$ cat config.mk
export PLATFORM = sky130hd
export DESIGN_NAME = pll_rst_ctrl
export DESIGN_NICKNAME = d
export VERILOG_FILES = /design/src/rtl/pll_ctrl_pkg.sv /design/src/rtl/pll_rst_ctrl_sync_ff.sv /design/src/rtl/pll_rst_ctrl.sv
export SDC_FILE = /design/constraint.sdc
export NUM_CORES = 1
export LEC_CHECK = 0
export BUFFER_PORTS_ARGS = -buffer_cell sky130_fd_sc_hd__buf_2
export CAP_MARGIN = 20
export CORE_ASPECT_RATIO = 0.9
export CORE_MARGIN = 10
export CORE_UTILIZATION = 51
export CTS_CLUSTER_DIAMETER = 100
export DETAILED_ROUTE_END_ITERATION = 10
export PLACE_DENSITY_LB_ADDON = 0.08
export SYNTH_ARGS = -nofsm -noshare
export SYNTH_HDL_FRONTEND = slang
export SYNTH_SLANG_ARGS = --single-unit
$ cat constraint.sdc
create_clock -name clk -period 1.65 [get_ports clk]
set_input_delay 0.33 -clock clk [delete_from_list [all_inputs] [get_ports clk]]
set_output_delay 0.33 -clock clk [all_outputs]
set_load 0.02 [all_outputs]
$ cat src/rtl/pll_ctrl_pkg.sv
// Shared state encoding and default configuration for the PLL reset controller.
package pll_ctrl_pkg;

  typedef enum logic [1:0] {
    WAIT_LOCK = 2'd0,
    STABILIZE = 2'd1,
    RUN       = 2'd2,
    LOST      = 2'd3
  } pll_state_t;

  localparam int DEF_SYNC_STAGES   = 2;
  localparam int DEF_STABLE_CYCLES = 64;
  localparam int DEF_DIV           = 8;
  localparam int DEF_CNT_W         = 8;

  // Counter width able to hold 0..v-1, never narrower than one bit.
  function automatic int cnt_width(input int v);
    return (v <= 2) ? 1 : $clog2(v);
  endfunction

endpackage

$ cat src/rtl/pll_rst_ctrl_sync_ff.sv
// N-stage single-bit synchronizer; async active-low reset clears the chain to 0.
module sync_ff #(
  parameter int STAGES = 2
) (
  input  logic clk,
  input  logic RST_n,
  input  logic d,
  output logic q
);

  logic [STAGES-1:0] chain_reg;

  generate
    for (genvar gi = 0; gi < STAGES; gi++) begin : g_stage
      always_ff @(posedge clk or negedge RST_n) begin
        if (!RST_n)
          chain_reg[gi] <= 1'b0;
        else if (gi == 0)
          chain_reg[gi] <= d;
        else
          chain_reg[gi] <= chain_reg[(gi == 0) ? 0 : gi-1];
      end
    end
  endgenerate

  assign q = chain_reg[STAGES-1];

endmodule

$ cat src/rtl/pll_rst_ctrl.sv
// Holds the core in reset until the PLL lock has been stable for a full window.
// Optional macro PLL_LOSS_STICKY_EN makes a lock loss terminal until RST_n.
module pll_rst_ctrl
  import pll_ctrl_pkg::*;
#(
  parameter int SYNC_STAGES   = DEF_SYNC_STAGES,
  parameter int STABLE_CYCLES = DEF_STABLE_CYCLES,
  parameter int DIV           = DEF_DIV,
  parameter int CNT_W         = DEF_CNT_W
) (
  input  logic             clk,
  input  logic             RST_n,
  input  logic             locked,
  output logic             rst_out_n,
  output logic             ready,
  output logic             en_strobe,
  output logic [CNT_W-1:0] loss_cnt,
  output logic             fault
);

  localparam int STAB_W = cnt_width(STABLE_CYCLES);
  localparam int DIV_W  = cnt_width(DIV);
  localparam logic [STAB_W-1:0] STAB_LAST = STAB_W'(STABLE_CYCLES - 1);
  localparam logic [DIV_W-1:0]  DIV_LAST  = DIV_W'(DIV - 1);

  logic lock_s;

  pll_state_t        state_reg, state_next;
  logic [STAB_W-1:0] stab_cnt_reg, stab_cnt_next;
  logic [DIV_W-1:0]  div_cnt_reg, div_cnt_next;
  logic              rst_out_n_reg, rst_out_n_next;
  logic              ready_reg, ready_next;
  logic              en_strobe_reg, en_strobe_next;
  logic [CNT_W-1:0]  loss_cnt_reg, loss_cnt_next;

  sync_ff #(.STAGES(SYNC_STAGES)) u_lock_sync (
    .clk   (clk),
    .RST_n (RST_n),
    .d     (locked),
    .q     (lock_s)
  );

  always_ff @(posedge clk or negedge RST_n) begin
    if (!RST_n) begin
      state_reg     <= WAIT_LOCK;
      stab_cnt_reg  <= '0;
      div_cnt_reg   <= '0;
      rst_out_n_reg <= 1'b0;
      ready_reg     <= 1'b0;
      en_strobe_reg <= 1'b0;
      loss_cnt_reg  <= '0;
    end else begin
      state_reg     <= state_next;
      stab_cnt_reg  <= stab_cnt_next;
      div_cnt_reg   <= div_cnt_next;
      rst_out_n_reg <= rst_out_n_next;
      ready_reg     <= ready_next;
      en_strobe_reg <= en_strobe_next;
      loss_cnt_reg  <= loss_cnt_next;
    end
  end

  always_comb begin
    state_next     = state_reg;
    stab_cnt_next  = stab_cnt_reg;
    div_cnt_next   = div_cnt_reg;
    rst_out_n_next = rst_out_n_reg;
    ready_next     = ready_reg;
    en_strobe_next = 1'b0;
    loss_cnt_next  = loss_cnt_reg;

    case (state_reg)
      WAIT_LOCK: begin
        stab_cnt_next = '0;
        if (lock_s)
          state_next = STABILIZE;
      end
      STABILIZE: begin
        if (!lock_s) begin
          // Any dropout restarts the whole stabilization window.
          state_next    = WAIT_LOCK;
          stab_cnt_next = '0;
        end else if (stab_cnt_reg == STAB_LAST) begin
          state_next     = RUN;
          rst_out_n_next = 1'b1;
          ready_next     = 1'b1;
          div_cnt_next   = '0;
        end else begin
          stab_cnt_next = stab_cnt_reg + 1'b1;
        end
      end
      RUN: begin
        if (!lock_s) begin
          state_next     = LOST;
          rst_out_n_next = 1'b0;
          ready_next     = 1'b0;
          div_cnt_next   = '0;
          if (loss_cnt_reg != '1)
            loss_cnt_next = loss_cnt_reg + 1'b1;
        end else begin
          // Strobe is registered, so it lands one edge after the terminal count.
          en_strobe_next = (div_cnt_reg == DIV_LAST);
          div_cnt_next   = (div_cnt_reg == DIV_LAST) ? '0 : div_cnt_reg + 1'b1;
        end
      end
      LOST: begin
`ifdef PLL_LOSS_STICKY_EN
        state_next = LOST;
`else
        state_next    = WAIT_LOCK;
        stab_cnt_next = '0;
`endif
      end
      default: state_next = WAIT_LOCK;
    endcase
  end

`ifdef PLL_LOSS_STICKY_EN
  logic fault_reg;

  always_ff @(posedge clk or negedge RST_n) begin
    if (!RST_n)
      fault_reg <= 1'b0;
    else if (state_reg == RUN && !lock_s)
      fault_reg <= 1'b1;
  end

  assign fault = fault_reg;
`else
  assign fault = 1'b0;
`endif

  assign rst_out_n = rst_out_n_reg;
  assign ready     = ready_reg;
  assign en_strobe = en_strobe_reg;
  assign loss_cnt  = loss_cnt_reg;

endmodule
==> impl_metrics.py <==
metrics = {
    "cts": {
        "cts_tree": "built",
        "clk_latency_ps": 320,
        "cts.clk_slew.worst_paths_ps": 130,
        "cts.path.max_buffers": 2,
        "cts_buffers": 3,
        "cts_sinks": 23,
        "cts-htree-levels": 1,
        "cts_root_buf": "clkbuf_4",
    },
    "die": {
        "die_area_um2": 4910,
        "die_x_um": 72.76,
        "coreArea_um2": 2425,
        "std_cell_rows": 17,
        "die_y_um": 67.48,
        "initial_core_util_pct": 52.68,
        "ios": 15,
    },
    "global_routing": {
        "first_global_vias": 932,
        "grt_usage_pct": 11.86,
        "met2_usage_pct": 16.02,
        "grt_max_degree": 24,
        "grtUsageMet3_pct": 3.075,
        "grtUsageMet1_pct": 17.78,
        "antenna_found_initial": 0,
        "gr-max-usage-layer": "met1",
        "overflow": 0,
        "grt_pass1_wl_um": 4698,
    },
    "timing": {
        "finalClockSkew_ps": 2.959,
        "fin_tns_setup_ps": 0,
        "worstMarginPinSlew_ps": 512.7,
        "fmax_ghz": 0.6269,
        "finalSetupViolCount": 0,
        "setup_slack_ps": 54.93,
        "final_hold_viol_count": 0,
        "period_share_pct": 96.67,
        "timing.final.max_slew_violations": 0,
        "whs_ps": 106.0,
        "relSlewSlack_pct": 65.82,
        "period_needed_ps": 1595,
    },
    "setup_path": {
        "required_ps": 1860,
        "end_kind": "register",
        "cp-start-kind": "register",
        "path_max_fanout": 11,
        "arrival_ps": 1810,
        "crit_type": "reg -> reg",
    },
    "synthesis": {
        "synthArstFlopShare_pct": 100.0,
        "synthFlopType": "dfrtp_1",
        "yosysSeqAreaShare_pct": 45.05,
        "avgSynthCellArea_um2": 10.65,
        "netlist_area_um2": 1277,
        "yosysWarnings": 0,
        "postSynthCellCount": 120,
        "ys_types": 37,
        "ys_seq_elements": 23,
        "synth_edf_count": 0,
        "synth.area.top_cells": "dfrtp_1 (45%), ha_1 (7.8%), a21oi_1 (3.1%)",
        "postSynthNetCount": 131,
        "synth_top_area_share_pct": 45.05,
        "yosysTopAreaCell": "dfrtp_1",
    },
    "routing": {
        "vias": 1008,
        "drt_iter0_markers": 100,
        "wl_um": 2748,
        "ant_nets": 0,
        "dr.pass1.iters": 6,
        "drc": 0,
        "avgViaCountPerCell": 5.827,
        "drt-wirelength-per-cell_um": 15.88,
    },
    "final_layout": {
        "most-common-layout-cells": "dfrtp_1 (23), buf_2 (13), buf_4 (12)",
        "largest_reg_flops": 8,
        "n_antenna_cell": 0,
        "fin_nets": 157,
        "layoutNonFillerInstCount": 173,
        "layout_commonest_cell": "dfrtp_1",
        "drive_gt1_share_pct": 27.59,
        "synthToLayoutAreaGrowth_pct": 18.41,
    },
    "run_status": {
        "outcome": "finished, final reports clean",
    },
    "placed_design": {
        "hpwl_um": 1952,
        "numPortBuffers": 13,
        "post-place-ws_ps": 26.45,
        "place_congestion": 0.7828,
        "place_inst": 167,
    },
    "pwr": {
        "p_per_area_nw_per_um2": 817.4,
        "switchingPower_uw": 384.1,
        "internal_power_uw": 852.4,
        "ir_drop_v": 0.0005744,
        "pwr-share-seq_pct": 50.0,
        "netSwitchingFraction_pct": 31.06,
        "clockPowerShare_pct": 22.0,
        "fin_total_pwr_uw": 1237,
        "pwr-share-comb_pct": 28.0,
        "leakage_uw": 0.0007815,
    },
    "flow_run": {
        "maxCapViolCount": 0,
    },
    "hold_path": {
        "hp-class": "in -> reg",
    },
}
logic make-up (layout without fill, tap and decap cells):
family,count (synthesis),count (layout),share of synthesized area [%]
AND/OR/NAND/NOR,40,40,18.81
AO/OA/AOI/OAI,32,32,17.83
flip-flops,23,23,45.05
buffers and inverters,9,34,4.309
adder cells (fa/ha/maj),8,8,7.836
multiplexers,6,6,5.191
other,1,1,0.2935
XOR/XNOR,1,1,0.6857
area by class of cell:
cell class	instances	area, µm²
Tap cell	28	35.03
Fill cell	223	912.1
Multi-Input combinational cell	88	686.9
Timing Repair Buffer	27	176.4
Clock buffer	3	22.52
Inverter	3	11.26
Sequential cell	23	575.6
Clock inverter	1	5.005
critical path, stage by stage (launching register included):
cell and delay, ps:
dfrtp_1 410, ha_1 230, and3_2 310, a21oi_4 200, mux2_1 340
metrics by stage:
step / cell area, µm² / utilization [%]
finish: 1513 / 62.38
CTS: 1464 / 60.37
global route: 1513 / 62.38
detailed placement: 1424 / 58.72
floorplan: 1277 / -
global placement: 1424 / 58.72
synth_stat cells, types with 3 or more instances:
cell type	instances
dfrtp_1	23
a21oi_1	8
ha_1	8
nand2_1	8
and3_1	5
a22o_1	4
nor2_1	4
nor2b_1	4
o21ai_0	4
a211oi_1	3
and4_1	3
buf_4	3
inv_1	3
mux2_2	3
nand3_1	3
nand4_1	3
worst paths after layout:
path	depth (start not counted)	from	slack, ps	endpoint
min in group asynchronous	2	RST_n	500	div_cnt_reg[2]$_DFFE_PN0P_
worst min register to register	0	u_lock_sync.chain_reg[0]$_DFF_PN0_	370	u_lock_sync.q$_DFF_PN0_
worst min-delay path	1	locked	110	u_lock_sync.chain_reg[0]$_DFF_PN0_
worst max register to register	4	stab_cnt_reg[0]$_DFFE_PN0P_	50	stab_cnt_reg[1]$_DFFE_PN0P_
max in group asynchronous	2	RST_n	810	loss_cnt[0]$_DFFE_PN0P_
worst max-delay path	4	stab_cnt_reg[0]$_DFFE_PN0P_	50	stab_cnt_reg[1]$_DFFE_PN0P_
layer usage:
metal | up-vias | wire length, µm
met4 | 0 | 27
li1 | 504 | -
met2 | 27 | 1156
met5 | - | 0
met3 | 4 | 104
met1 | 473 | 1459
power by group through the flow:
| stage | combinational, µW | sequential (µW) | clock, µW |
|---|---|---|---|
| 4_1_cts | 305 | 614 | 278 |
| 6_report | 346 | 618 | 272 |
| 2_1_floorplan | 163 | 632 | 0 |
| 3_3_place_gp | 291 | 622 | 0 |
| 5_1_grt | 391 | 622 | 307 |
| 3_5_place_dp | 299 | 623 | 0 |
timing repair:
item | 4_1_cts | 5_1_grt
gates resized for setup | 1 | 11
endpoints found under the hold margin | 23 | 0
setup endpoints to repair | 3 | 14
cloned | 0 | 0
setup buffers | 0 | 1
pin swaps | 0 | 1
hold buffers | 1 | 0
No activity file was read; power rests on OpenSTA's default activity.
